### config.mk
export PLATFORM = sky130hd
export DESIGN_NAME = hier_node_dispatch
export DESIGN_NICKNAME = d
export VERILOG_FILES = /design/src/rtl/hier_node_pkg.sv /design/src/rtl/hier_node_fifo.sv /design/src/rtl/hier_node_dispatch.sv
export SDC_FILE = /design/constraint.sdc
export NUM_CORES = 1
export LEC_CHECK = 0
export BUFFER_PORTS_ARGS = -buffer_cell sky130_fd_sc_hd__buf_2
export CORE_MARGIN = 5
export CORE_UTILIZATION = 50
export DETAILED_ROUTE_END_ITERATION = 10
export HOLD_SLACK_MARGIN = 0.15
export PLACE_DENSITY_LB_ADDON = 0.12
export SKIP_LAST_GASP = 1
export SLEW_MARGIN = 30
export SYNTH_ARGS = -nofsm -noshare
export SYNTH_HDL_FRONTEND = slang
export SYNTH_SLANG_ARGS = --single-unit
### constraint.sdc
create_clock -name clk -period 3.7 [get_ports clk]
set_clock_uncertainty 0.1 [all_clocks]
set_input_delay 0.185 -clock clk [delete_from_list [all_inputs] [get_ports clk]]
set_output_delay 0.185 -clock clk [all_outputs]
set_load 0.02 [all_outputs]
### src/rtl/hier_node_pkg.sv
// Shared types and defaults for the hierarchy dispatch node.
// The token struct describes a FIFO entry at the default payload width.
package hier_node_pkg;

  localparam int NUM_CHILD_DEF = 5;
  localparam int DATA_W_DEF    = 8;
  localparam int DEPTH_DEF     = 4;
  localparam int MAX_OUT_DEF   = 3;

  typedef struct packed {
    logic                  bcast;
    logic [DATA_W_DEF-1:0] data;
  } token_t;

  // Width of a counter able to hold 0..max_out inclusive.
  function automatic int cnt_width(input int max_out);
    return $clog2(max_out + 1);
  endfunction

endpackage

### src/rtl/hier_node_fifo.sv
// Synchronous FIFO with full/empty flags; pointers carry one wrap bit.
// There is no push-to-pop bypass, so a new entry is visible one cycle after the push.
module hier_node_fifo #(
  parameter int W     = 8,
  parameter int DEPTH = 4
) (
  input  logic         clk,
  input  logic         rst,
  input  logic         push_i,
  input  logic         pop_i,
  input  logic [W-1:0] wdata_i,
  output logic [W-1:0] rdata_o,
  output logic         full_o,
  output logic         empty_o
);

  localparam int AW = $clog2(DEPTH);
  localparam logic [AW:0] PTR_ONE = 1;

  logic [W-1:0] mem_q [DEPTH];
  logic [AW:0]  wr_q, wr_d;
  logic [AW:0]  rd_q, rd_d;
  logic         do_push, do_pop;

  assign empty_o = (wr_q == rd_q);
  assign full_o  = (wr_q[AW] != rd_q[AW]) && (wr_q[AW-1:0] == rd_q[AW-1:0]);
  assign rdata_o = mem_q[rd_q[AW-1:0]];
  assign do_push = push_i && !full_o;
  assign do_pop  = pop_i && !empty_o;

  always_comb begin
    wr_d = wr_q;
    rd_d = rd_q;
    if (do_push) wr_d = wr_q + PTR_ONE;
    if (do_pop)  rd_d = rd_q + PTR_ONE;
  end

  always_ff @(posedge clk or posedge rst) begin
    if (rst) begin
      wr_q <= '0;
      rd_q <= '0;
      for (int i = 0; i < DEPTH; i++) mem_q[i] <= '0;
    end else begin
      wr_q <= wr_d;
      rd_q <= rd_d;
      if (do_push) mem_q[wr_q[AW-1:0]] <= wdata_i;
    end
  end

endmodule

### src/rtl/hier_node_dispatch.sv
// Fan-out hierarchy node: buffers parent tokens and deals them round-robin to children.
// Optional broadcast tokens are enabled by defining HIER_NODE_DISPATCH_BROADCAST_EN.
module hier_node_dispatch
  import hier_node_pkg::*;
#(
  parameter int NUM_CHILD = NUM_CHILD_DEF,
  parameter int DATA_W    = DATA_W_DEF,
  parameter int DEPTH     = DEPTH_DEF,
  parameter int MAX_OUT   = MAX_OUT_DEF
) (
  input  logic                 clk,
  input  logic                 rst,
  input  logic                 in_valid,
`ifdef HIER_NODE_DISPATCH_BROADCAST_EN
  input  logic                 in_bcast,
`endif
  output logic                 in_ready,
  input  logic [DATA_W-1:0]    in_data,
  output logic [NUM_CHILD-1:0] ch_valid,
  input  logic [NUM_CHILD-1:0] ch_ready,
  output logic [DATA_W-1:0]    ch_data,
  input  logic [NUM_CHILD-1:0] ch_done,
  output logic                 idle,
  output logic                 err_done
);

  localparam int CW = cnt_width(MAX_OUT);
  localparam int PW = $clog2(NUM_CHILD);
  localparam logic [CW-1:0] MAX_CNT = CW'(MAX_OUT);
  localparam logic [CW-1:0] CNT_ONE = 1;
  localparam logic [PW-1:0] PTR_ONE = 1;
  localparam logic [PW-1:0] PTR_LAST = PW'(NUM_CHILD - 1);
`ifdef HIER_NODE_DISPATCH_BROADCAST_EN
  localparam int FW = DATA_W + 1;
`else
  localparam int FW = DATA_W;
`endif

  logic [FW-1:0]        fifo_wdata, fifo_rdata;
  logic                 fifo_full, fifo_empty, fifo_pop, head_bcast;
  logic [CW-1:0]        cnt_q [NUM_CHILD];
  logic [CW-1:0]        cnt_d [NUM_CHILD];
  logic [PW-1:0]        rr_q, rr_d;
  logic                 err_q, err_d;
  logic [NUM_CHILD-1:0] elig, xfer;
  logic [PW-1:0]        grant_idx;
  logic                 grant_found;
  logic                 any_out;

`ifdef HIER_NODE_DISPATCH_BROADCAST_EN
  assign fifo_wdata = {in_bcast, in_data};
  assign head_bcast = fifo_rdata[DATA_W];
`else
  assign fifo_wdata = in_data;
  assign head_bcast = 1'b0;
`endif

  assign in_ready = !fifo_full;
  assign ch_data  = fifo_rdata[DATA_W-1:0];

  hier_node_fifo #(.W(FW), .DEPTH(DEPTH)) u_fifo (
    .clk     (clk),
    .rst     (rst),
    .push_i  (in_valid && in_ready),
    .pop_i   (fifo_pop),
    .wdata_i (fifo_wdata),
    .rdata_o (fifo_rdata),
    .full_o  (fifo_full),
    .empty_o (fifo_empty)
  );

  always_comb begin
    for (int i = 0; i < NUM_CHILD; i++) elig[i] = ch_ready[i] && (cnt_q[i] < MAX_CNT);
  end

  // Round-robin scan starting at rr_q, wrapping past the last child.
  always_comb begin
    int idx;
    idx         = 0;
    grant_found = 1'b0;
    grant_idx   = '0;
    for (int k = 0; k < NUM_CHILD; k++) begin
      idx = int'(rr_q) + k;
      if (idx >= NUM_CHILD) idx = idx - NUM_CHILD;
      if (!grant_found && elig[idx]) begin
        grant_found = 1'b1;
        grant_idx   = PW'(idx);
      end
    end
  end

  // Handshake: a child accepts the head token on the cycle where its
  // ch_valid and ch_ready are both high. ch_valid is only raised towards
  // eligible (ready, under-limit) children and never depends on ch_done.
  always_comb begin
    ch_valid = '0;
    if (!fifo_empty) begin
      if (head_bcast) begin
        if (&elig) ch_valid = '1;
      end else if (grant_found) begin
        ch_valid[grant_idx] = 1'b1;
      end
    end
  end

  assign xfer     = ch_valid & ch_ready;
  assign fifo_pop = |xfer;

  always_comb begin
    rr_d = rr_q;
    if (fifo_pop && !head_bcast) rr_d = (grant_idx == PTR_LAST) ? '0 : grant_idx + PTR_ONE;
  end

  // A done arriving with nothing outstanding is flagged and otherwise ignored.
  always_comb begin
    err_d   = err_q;
    any_out = 1'b0;
    for (int i = 0; i < NUM_CHILD; i++) begin
      cnt_d[i] = cnt_q[i];
      if (cnt_q[i] != '0) any_out = 1'b1;
      if (ch_done[i] && cnt_q[i] == '0) err_d = 1'b1;
      if (xfer[i] && !ch_done[i]) cnt_d[i] = cnt_q[i] + CNT_ONE;
      else if (!xfer[i] && ch_done[i] && cnt_q[i] != '0) cnt_d[i] = cnt_q[i] - CNT_ONE;
    end
  end

  assign idle     = fifo_empty && !any_out;
  assign err_done = err_q;

  always_ff @(posedge clk or posedge rst) begin
    if (rst) begin
      rr_q  <= '0;
      err_q <= 1'b0;
      for (int i = 0; i < NUM_CHILD; i++) cnt_q[i] <= '0;
    end else begin
      rr_q  <= rr_d;
      err_q <= err_d;
      for (int i = 0; i < NUM_CHILD; i++) cnt_q[i] <= cnt_d[i];
    end
  end

endmodule

# --- Word level (Yosys, flattened, before mapping) ---
# Cells that the tools add are included.
# W data, S select, Z words.
classes:
  addsub: 22
  n_lt_le_gt_ge: 20
  eq_ne: 4
  mux: 61
  bitwise_logic: 3
  n_reduce_logical: 70
ops:
  columns: ["op", "n"]
  rows:
  - ["$lt A32 B5 Y1 const B", 5]
  - ["$mux W32", 5]
  - ["$logic_and A1 B1 Y1", 36]
  - ["$bwmux W32", 1]
  - ["$mux W1", 26]
  - ["$mux W8", 3]
  - ["$mux W2", 10]
  - ["$reduce_bool A2 Y1", 10]
  - ["$sub A4 B3 Y5 const B", 4]
  - ["$mux W3", 6]
  - ["$logic_not A1 Y1", 17]
  - ["$bmux W8 S2", 1]
  - ["$demux W8 S2", 1]
  - ["$ge A4 B3 Y1 const B", 4]
  - ["$bmux W1 S3", 5]
  - ["$add A2 B1 Y2 const B", 5]
  - ["$logic_not A2 Y1", 5]
  - ["$lt A2 B2 Y1 const B", 5]
  - ["$mux W5", 2]
  - ["$sub A2 B1 Y2 const B", 5]
  - ["$add A3 B1 Y3 const B", 3]
  - ["$ge A3 B3 Y1 const B", 3]
  - ["$add A3 B2 Y4 const B", 2]
  - ["$not A2 Y3", 2]
  - ["other kinds (14)", 14]
totals:
  register_bits: 52
  in_bits: 21
  out_inout_bits: 16
  word_cells: 193

# --- Depth between registers and ports, before layout ---
# Gate-level depths: netlist of the first run.
logic_depth:
  depth_word: 30
  ltp_mapped: 19
  ltp_nobuf: 17

# --- Hierarchy ---
# From an unflattened synthesis of the first run, not the netlist that was laid out.
unflattened:
  hier_cells: 391
  hier_area_um2: 4002.6
by_module_without_submodules:
  columns: ["mod", "instances", "cells_per_inst", "area_each_um2"]
  rows:
  - ["hier_node_dispatch", 1, 269, 2093.3]
  - ["hier_node_fifo", 1, 122, 1909.3]

# --- Least setup slack after synthesis of the first run ---
# No wires, ideal clock.
synth_path:
  path_kind: "reg2reg"
  from: "register rr_q[1]"
  to: "register cnt_q[9] (netlist name)"
  setup_time_ps: 66
  arrival_ps: 3892
  required_time_ps: 3534
  path_slack_ps: -358
  path_stages_with_launch: 17
  path_buffers: 2
  cell_sequence: "dfrtp_1 -> inv_1 -> ha_1 -> inv_1 -> ha_1 -> clkbuf_1 -> o31a_1 -> o22ai_2 -> mux2i_1 -> o311ai_4 -> mux2i_1 -> or2_0 -> a21o_2 -> inv_1 -> buf_4 -> nor3_1 -> a211o_1"
synth_via:
  elab_chain_len: 29
synth_lines:
  columns: ["element", "line", "source"]
  rows:
  - ["from (decl)", "hier_node_dispatch.sv:43", "logic [PW-1:0] rr_q, rr_d;"]
  - ["from (signal assigned)", "hier_node_dispatch.sv:136", "rr_q <= rr_d;"]
  - ["parallel branches: the longest is 22 deep, another holds $sub A4 B3 Y5", null, null]
  - ["$mux W5 (*)", "hier_node_dispatch.sv:100", "end else if (grant_found) begin"]
  - ["$mux W5 (*)", "hier_node_dispatch.sv:97", "if (!fifo_empty) begin"]
  - ["net ch_valid[0]", "hier_node_dispatch.sv:19", "output logic [NUM_CHILD-1:0] ch_valid,"]
  - ["$and A5 B5 Y5 (*)", "hier_node_dispatch.sv:106", "assign xfer = ch_valid & ch_ready;"]
  - ["$logic_not A1 Y1", "hier_node_dispatch.sv:123", "else if (!xfer[i] && ch_done[i] && cnt_q[i] != '0) cnt_d[i] = cnt_q[i] - CNT_ONE;"]
  - ["$logic_and A1 B1 Y1 (2 in a row)", "hier_node_dispatch.sv:123", null]
  - ["$reduce_bool A2 Y1 (no source line)", null, null]
  - ["to (decl)", "hier_node_dispatch.sv:41", "logic [CW-1:0] cnt_q [NUM_CHILD];"]
# Mark *: on every way through the listed nets, which the timed path passes. The select of a mux whose other input is x is not followed.
# A chain may end at the register's enable or synchronous reset.

# --- Worst setup path after layout of the first run ---
layout_path:
  from: "register rr_q[1]"
  to: "output ch_valid[1]"
layout_via:
  elab_chain_len: 24
layout_lines:
  columns: ["element", "line"]
  rows:
  - ["parallel branches: the longest is 22 deep, another holds $sub A4 B3 Y5", null]
  - ["$mux W5 (*)", "hier_node_dispatch.sv:100"]
  - ["$mux W5 (*)", "hier_node_dispatch.sv:97"]
  - ["to (decl)", "hier_node_dispatch.sv:19"]
# Mark *: on every way between the ends. The select of a mux whose other input is x is not followed.

==> results by stage, run 1 <==
Synthesis:
- For this run, asynchronously set or reset flops after synthesis account for 100%.
- The number of nets handed over by synthesis was 407.
- The count of warnings emitted by yosys is 0.
- Sequential cells were found to cover 33.9% of the synthesized design area.
- Counting flops with a built-in enable in the synthesized netlist gives 0.
- The most used flip-flop cell after synthesis is sky130_fd_sc_hd__dfrtp_1.
- Counting distinct cell types in the post-synthesis netlist gives 76.
- In this run the cell area of the synthesized design comes to 0.00384 sq mm.
- A synthesized cell averages 10.5 sq um.
- The number of standard cells after synthesis is 367.
- The register bit count reported by yosys is 52.

Cells and area:
- The final net count is 509.
- The area added between synthesis and finish is 33.9%.
- The utilization after layout is 67.6%.
- The diode insertion count for antenna repair is 0.
- The share of cells above drive strength 1 is 44.9%.
- The layout has 582 filler cells.
- The area occupied by registers is 0.00130 sq mm.
- The top cell types in the final layout, fill and taps aside, are sky130_fd_sc_hd__dfrtp_1 (50), sky130_fd_sc_hd__buf_4 (50), sky130_fd_sc_hd__mux2_2 (34), sky130_fd_sc_hd__nand2_1 (31), sky130_fd_sc_hd__buf_2 (31).
- The combined area of the multi-input logic cells is 0.00269 sq mm.

Setup path:
- The number of buffers and inverters on the critical path is 6.
- The critical path goes through inv_4, ha_4, inv_2, ha_4, buf_4, nor3_2, a21oi_2, or4_4, o311ai_4, mux2i_1, or2_0, a21o_2, buf_4, nand2_1, inv_1, buf_6.
- The type of destination of the critical path is an output pin.
- The register-to-register setup slack is 0.01 ns.
- On the worst path, the slowest cell contributes a delay of 0.59 ns.
- The endpoint required time on the critical path is 3.41 ns.
- Along the worst path, the maximum fanout reaches 6.
- The worst setup path is launched from a flip-flop.
- The type of the worst setup path is flip-flop to output pin.
- The cell type group with the largest total delay on the critical path is simple AND/OR/NAND/NOR gates.
- The critical register-to-register path endpoint is cnt_q[6].
- The master of the slowest instance on the critical path is sky130_fd_sc_hd__or4_4.
- Counting cells, the worst reg-to-reg path comes to 15.
- The source of the worst register-to-register timing path is rr_q[1].
- The arrival time at the worst endpoint is 3.49 ns.

Clock network:
- The clock tree buffer depth is 2.
- The clock root buffer is sky130_fd_sc_hd__clkbuf_8.
- The number of buffers added by the clock tree synthesis step is 5.
- The clock-pin slew on the worst setup and hold paths is 0.11 ns.
- The clock tree synthesis step divided the H-tree into 2 levels.
- The insertion delay to the later sink of the worst-skew pair is 0.32 ns.
- The TritonCTS clock tree is built.
- The total number of clock tree sinks is 52.

Status:
- The final reports fail on setup timing.
- The run finished, with violations left.

Global routing:
- The number of global-route vias before repair was 3379.
- The initial antenna violation count is 0.
- The first global-routing pass estimated 16.4 mm of wire.
- Global routing used 20.8% of the available tracks across all layers.
- The remaining global-route overflow is 0.
- The maximum number of pins on one net before global-route repair is 43.

Place:
- Detailed placement ended at an HPWL of 6.63 mm.
- Input and output buffers added on the ports amount to 36.
- At the placement stage, the worst setup path has a slack of -0.0579 ns.
- The final weighted congestion in routability-driven placement is 0.842.

Routing:
- The post-detailed-routing wire length is 9.73 mm.
- The via count normalized by instance count is 5.74.
- The routed layout has 3286 vias.
- The number of nets with antenna violations after detailed routing is 0.
- The number of search-and-repair iterations in the first detailed-routing pass is 5.
- The average routed wire per standard cell is 17.0 microns.
- The count of routing violations after the opening detailed-route iteration is 169.
- In the routed design, unresolved DRC markers number 0.

Floorplan:
- The number of rows in the core area is 32.
- The starting density of the core is 50.5%.
- The die is 97.7 microns wide.
- The vertical die dimension is 97.7 microns.
- For this design the top-level I/O count stands at 37.
- The core region is 0.00761 sq mm.
- The floorplan step defined a die boundary enclosing 0.00954 sq mm.

STA:
- Setup repair after global routing could not meet its margin everywhere.
- The worst relative slew slack is 53.2%.
- Static timing analysis puts the maximum clock frequency at 265 MHz.
- The count of endpoints failing hold in the final timing report came to 0.
- The max-slew violation total from the final report is 0.
- The shortest period the worst path allows is 3.77 ns.
- For the pin with the worst max-slew slack, the measured transition is 0.701 ns.
- The final worst-path cycle share is 102%.
- In the post-route analysis, the smallest setup slack over all paths is -0.0725 ns.
- The number of setup violations in the final report is 4.

Worst hold path:
- The hold path startpoint is ch_done[0].
- The worst hold path stage count is 3.
- The class of the most critical hold timing path is input port to flip-flop.
- The sink of the worst hold path is cnt_q[9].

Flow run:
- The number of max-cap violations is 0.
[worst register-to-register path, stage by stage (launching register included)]
cell and delay [ns]:
sky130_fd_sc_hd__dfrtp_2 0.48, sky130_fd_sc_hd__inv_4 0.09, sky130_fd_sc_hd__buf_4 0.15, sky130_fd_sc_hd__ha_4 0.17
sky130_fd_sc_hd__a211oi_4 0.27, sky130_fd_sc_hd__nand2_2 0.10, sky130_fd_sc_hd__o32ai_2 0.36, sky130_fd_sc_hd__nor3b_2 0.10
sky130_fd_sc_hd__or4_1 0.53, sky130_fd_sc_hd__a21bo_1 0.22, sky130_fd_sc_hd__a2bb2oi_4 0.23, sky130_fd_sc_hd__buf_6 0.13
sky130_fd_sc_hd__nor3b_4 0.04, sky130_fd_sc_hd__buf_4 0.16, sky130_fd_sc_hd__and4_1 0.20, sky130_fd_sc_hd__a211o_1 0.26
[synth_stat cells, types with 3 or more instances]
library cell,instances,area share (%)
sky130_fd_sc_hd__nand3b_1,3,0.59
sky130_fd_sc_hd__xor2_1,5,1.1
sky130_fd_sc_hd__o21ai_0,10,1.3
sky130_fd_sc_hd__o22ai_1,4,0.65
sky130_fd_sc_hd__nor4_1,5,0.81
sky130_fd_sc_hd__a211oi_1,3,0.59
sky130_fd_sc_hd__a211o_1,6,1.4
sky130_fd_sc_hd__nor2_1,22,2.1
sky130_fd_sc_hd__ha_1,19,6.2
sky130_fd_sc_hd__nand3_1,10,1.3
sky130_fd_sc_hd__mux2i_1,10,2.6
sky130_fd_sc_hd__o31a_1,4,0.91
sky130_fd_sc_hd__xnor2_1,6,1.4
sky130_fd_sc_hd__mux2_2,34,10
sky130_fd_sc_hd__dfrtp_1,52,34
sky130_fd_sc_hd__inv_1,21,2.1
sky130_fd_sc_hd__nor2b_1,5,0.81
sky130_fd_sc_hd__o211ai_1,3,0.59
sky130_fd_sc_hd__buf_4,4,0.78
sky130_fd_sc_hd__clkbuf_1,3,0.29
sky130_fd_sc_hd__nand2b_1,3,0.49
sky130_fd_sc_hd__a22oi_1,8,1.6
sky130_fd_sc_hd__nor3_1,6,0.78
sky130_fd_sc_hd__o21bai_1,3,0.59
sky130_fd_sc_hd__and2_1,6,0.98
sky130_fd_sc_hd__a21oi_1,8,1.0
sky130_fd_sc_hd__mux4_2,8,4.7
sky130_fd_sc_hd__nand2_1,31,3.0
[cells by family after synthesis]
| kind of cell | count (synthesis) | synth area share, % |
|---|---|---|
| buffers and inverters | 33 | 4.07 |
| AOI/OAI and AO/OA | 88 | 20.2 |
| xor gates and xnor gates | 12 | 2.93 |
| adders and majority gates | 19 | 6.19 |
| and+or+nand+nor | 111 | 15.5 |
| DFF | 52 | 33.9 |
| muxes | 52 | 17.3 |
[repair_timing]
action                                 in CTS  in global routing
endpoints found under the hold margin      80                  0
setup endpoints to repair                  10                 13
pin swaps                                  33                  9
buffers inserted                           27                  1
resized for setup                          64                  7
hold buffers                               14                  0
[cell type report]
type                       count  area share, %
multi-input combinational    282           52.2
sequential                    52           25.3
timing repair buffer         107           16.3
tap                          102           2.48
inverter                      21           1.70
clock buffer                   5           1.34
clock inverter                 3          0.559
[per-layer routing]
layer | part of all wire (%) | global-route usage [%]
met4 | 1.7 | 5.22
met1 | 42 | 26.0
met3 | 4.4 | 3.37
met2 | 52 | 37.2
met5 | 0 | 0
[through the flow]
stage / hold slack, ns / area (sq um) / TNS (ns) / instances
finish: 0.170 / 5140 / -0.194 / 572
global route: 0.225 / 5140 / -1.38 / 572
CTS: 0.163 / 5100 / -0.121 / 571
detailed placement: 0.306 / 4340 / -0.136 / 523
global placement: 0.306 / 4340 / -0.0167 / 523
floorplan: 0.211 / 3880 / 0 / 367
[worst max path at each step]
stage / end / cells past startpoint / start / slack, ns
finish: ch_valid[1] / 16 / rr_q[1] / -0.07
floorplan: cnt_q[9] / 16 / rr_q[0] / 0.03
global route: ch_valid[1] / 14 / rr_q[1] / -0.21
CTS: ch_valid[2] / 15 / rr_q[1] / -0.04
global placement: cnt_q[8] / 14 / rr_q[1] / -0.02
detailed placement: cnt_q[8] / 14 / rr_q[1] / -0.06
[sequential cells by signal, summed over array words and instances, names as in the netlist]
name and count:
err_done 1, u_fifo.mem_q 32, u_fifo.wr_q 3, rr_q 3
cnt_q 10, u_fifo.rd_q 3
Power of run 1 is not shown: default switching activity piles up to over one toggle a cycle in this logic, so the estimate is an artifact.
==> run 2: changes to the inputs <==
--- a/config.mk
+++ b/config.mk
@@ -11,6 +11,7 @@
 export DETAILED_ROUTE_END_ITERATION = 10
 export HOLD_SLACK_MARGIN = 0.15
 export PLACE_DENSITY_LB_ADDON = 0.12
+export REMOVE_ABC_BUFFERS = 1
 export SKIP_LAST_GASP = 1
 export SLEW_MARGIN = 30
 export SYNTH_ARGS = -nofsm -noshare
==> constraint.sdc (replaced) <==
create_clock -name clk -period 4.4 [get_ports clk]
set_clock_uncertainty 0.1 [all_clocks]
set_input_delay 0.22 -clock clk [delete_from_list [all_inputs] [get_ports clk]]
set_output_delay 0.22 -clock clk [all_outputs]
set_load 0.02 [all_outputs]
==> run 2 against run 1 <==
The flow now finishes without violations. Design area fell by 13%. Register-to-register slack improved by 0.24 ns. Utilization fell by 8.7 points. Non-clock buffer count fell by 45.
==> results by stage, run 2 (synthesis results as in run 1) <==
Status:
- The flow ran to the end, and the final reports show no timing, DRC or antenna violations.

Global routing:
- The initial antenna violation count is 0.
- The first global-routing pass estimated 14.9 mm of wire.
- The number of global-route vias before repair is 3061.
- The maximum number of pins on one net before global-route repair is 53.
- The total overflow left after global routing is 0.
- The overall routing resource usage is 18.9%.

Setup path:
- The type of the worst setup path is flip-flop to output pin.
- The top fanout value on the critical path is 9.
- At the worst endpoint, the arrival time is 3.89 ns.
- The endpoint required time on the critical path is 4.08 ns.
- The number of cell instances on the worst register-to-register path is 14.
- The type of element launching the critical path is a flip-flop.
- The worst setup path is captured at an output pin.

Cells and area:
- The net count of the finished layout is 465.
- The largest registers in the layout are u_fifo.mem_q (32), cnt_q (10).
- The area added between synthesis and finish is 16.7%.
- The commonest non-fill, non-tap cell in the layout is sky130_fd_sc_hd__dfrtp_1.
- The filler cells instantiated in the layout total 693.
- The register with the most flip-flops in the layout has 32 of them.
- The share of cells above drive strength 1 is 31.2%.
- In the layout the commonest cells are sky130_fd_sc_hd__dfrtp_1 (52), sky130_fd_sc_hd__buf_2 (36), sky130_fd_sc_hd__mux2_2 (34), sky130_fd_sc_hd__nand2_1 (31), sky130_fd_sc_hd__nor2_1 (22).
- The register with the most flip-flops in the final layout is u_fifo.mem_q.
- The diode insertion count for antenna repair is 0.

Place:
- Port buffering added 36 buffers.
- The placed wire-length estimate after detailed placement is 6.46 mm.
- The final weighted congestion in routability-driven placement is 0.828.

Floorplan:
- The number of I/O pins is 37.
- The area of the placeable core is 0.00761 sq mm.
- The vertical die dimension is 97.7 microns.
- The number of rows in the core area is 32.
- The floorplan die width is 97.7 microns.
- The die covers 0.00954 sq mm.
- The initial utilization of the core area, before any placement, comes to 50.5%.

Flow run:
- The number of max-cap violations is 0.

Routing:
- The pre-antenna-repair detailed-routing pass consisted of 4 iterations.
- The number of nets with antenna violations after detailed routing is 0.
- The via count normalized by instance count is 5.76.
- The count of routing violations after the opening detailed-route iteration is 125.
- The post-detailed-routing wire length is 8.89 mm.
- The average routed wire per standard cell is 16.8 microns.
- The detailed-route via count is 3041.
- In the routed design, unresolved DRC markers number 0.

Clock network:
- After clock tree synthesis, the clock-pin slew on the worst setup and hold paths is 0.10 ns.
- The clock passes through at most 2 buffers.
- TritonCTS built the clock tree.
- At the later pin of the worst-skew pair, clock insertion delay measures 0.31 ns.
- The number of buffers added by the clock tree synthesis step is 5.
- The H-tree was split into 2 levels.
- Clock tree synthesis selected as its root buffer the cell sky130_fd_sc_hd__clkbuf_8.
- The clock net in this run drives a total of 52 sinks.

Worst hold path:
- Counting instances, the worst hold path has a depth of 3.
- The worst hold path belongs to the class input port to flip-flop.

STA:
- For the final routed database, the setup TNS stands at 0 ns.
- The number of setup violations in the final report is 0.
- The count of endpoints failing hold in the final timing report is 0.
- For the pin with the worst max-slew slack, the measured transition is 0.720 ns.
- The upper clock frequency limit is 237 MHz.
- After layout, the worst path uses 95.7% of the clock period.
- The max-slew violation total from the final report is 0.
- Counting I/O delays and the setup requirement, the final critical path takes 4.21 ns.
- Measured against its own limit, the worst slew margin works out to 51.6%.
==> run 2: timing repair <==
item / in CTS / in global routing
buffers inserted: 0 / 6
hold buffers: 12 / 0
endpoints found under the hold margin: 86 / 0
setup endpoints to repair: 0 / 5
gates resized for setup: 0 / 12
==> run 2: cell type report <==
cell class	count	area, sq um	area share, %
clock buffer	6	82.6	1.84
multi-input combinational	282	2440	54.4
sequential	52	1300	29.0
timing repair inverter	1	5.00	0.112
tap	102	128	2.85
timing repair buffer	62	405	9.04
inverter	21	85.1	1.90
clock inverter	2	38.8	0.865
==> run 2: metal layers <==
layer / share of wire [%] / routed length [microns] / up-vias / track usage, %
met5: 0 / 0 / - / 0
met4: 1.3 / 119 / 0 / 5.96
met3: 3.3 / 289 / 10 / 2.23
met2: 51 / 4520 / 52 / 32.7
met1: 44 / 3950 / 1493 / 24.5
li1: - / - / 1486 / -
==> run 2: path summary, 6_finish.rpt <==
kind,slack [ns],from,to
min in group asynchronous,0.46,rst,u_fifo.wr_q[1]
hold / removal,0.18,ch_done[3],cnt_q[2]
setup / recovery,0.19,rr_q[1],ch_valid[0]
max in group asynchronous,3.31,rst,u_fifo.mem_q[20]
setup reg to reg,0.25,rr_q[1],cnt_q[8]
hold reg to reg,0.40,u_fifo.rd_q[2],u_fifo.rd_q[2]
==> run 2: critical path, stage by stage (launching register included) <==
cell and delay (ns):
sky130_fd_sc_hd__dfrtp_1 0.40, sky130_fd_sc_hd__buf_4 0.18, sky130_fd_sc_hd__ha_1 0.32, sky130_fd_sc_hd__xnor2_2 0.24, sky130_fd_sc_hd__nor2_1 0.06, sky130_fd_sc_hd__o31a_1 0.35
sky130_fd_sc_hd__o31a_1 0.32, sky130_fd_sc_hd__a211o_1 0.32, sky130_fd_sc_hd__o2111a_1 0.20, sky130_fd_sc_hd__a211oi_1 0.34, sky130_fd_sc_hd__a21o_2 0.25, sky130_fd_sc_hd__clkinvlp_4 0.17
sky130_fd_sc_hd__nor3_2 0.24, sky130_fd_sc_hd__buf_2 0.20
==> run 2: metrics by stage <==
stage	instance area (sq um)	cells	util (%)	worst slack, ns	hold slack, ns
after floorplan	3760	355	-	0.0865	0.246
after global placement	4130	501	54.3	0.451	0.366
after detailed placement	4140	501	54.4	0.358	0.263
after CTS	4380	521	57.5	0.00485	0.172
after global routing	4480	528	58.9	-0.00352	0.191
final	4480	528	58.9	0.187	0.178
Power of run 2 is left out for the same reason.
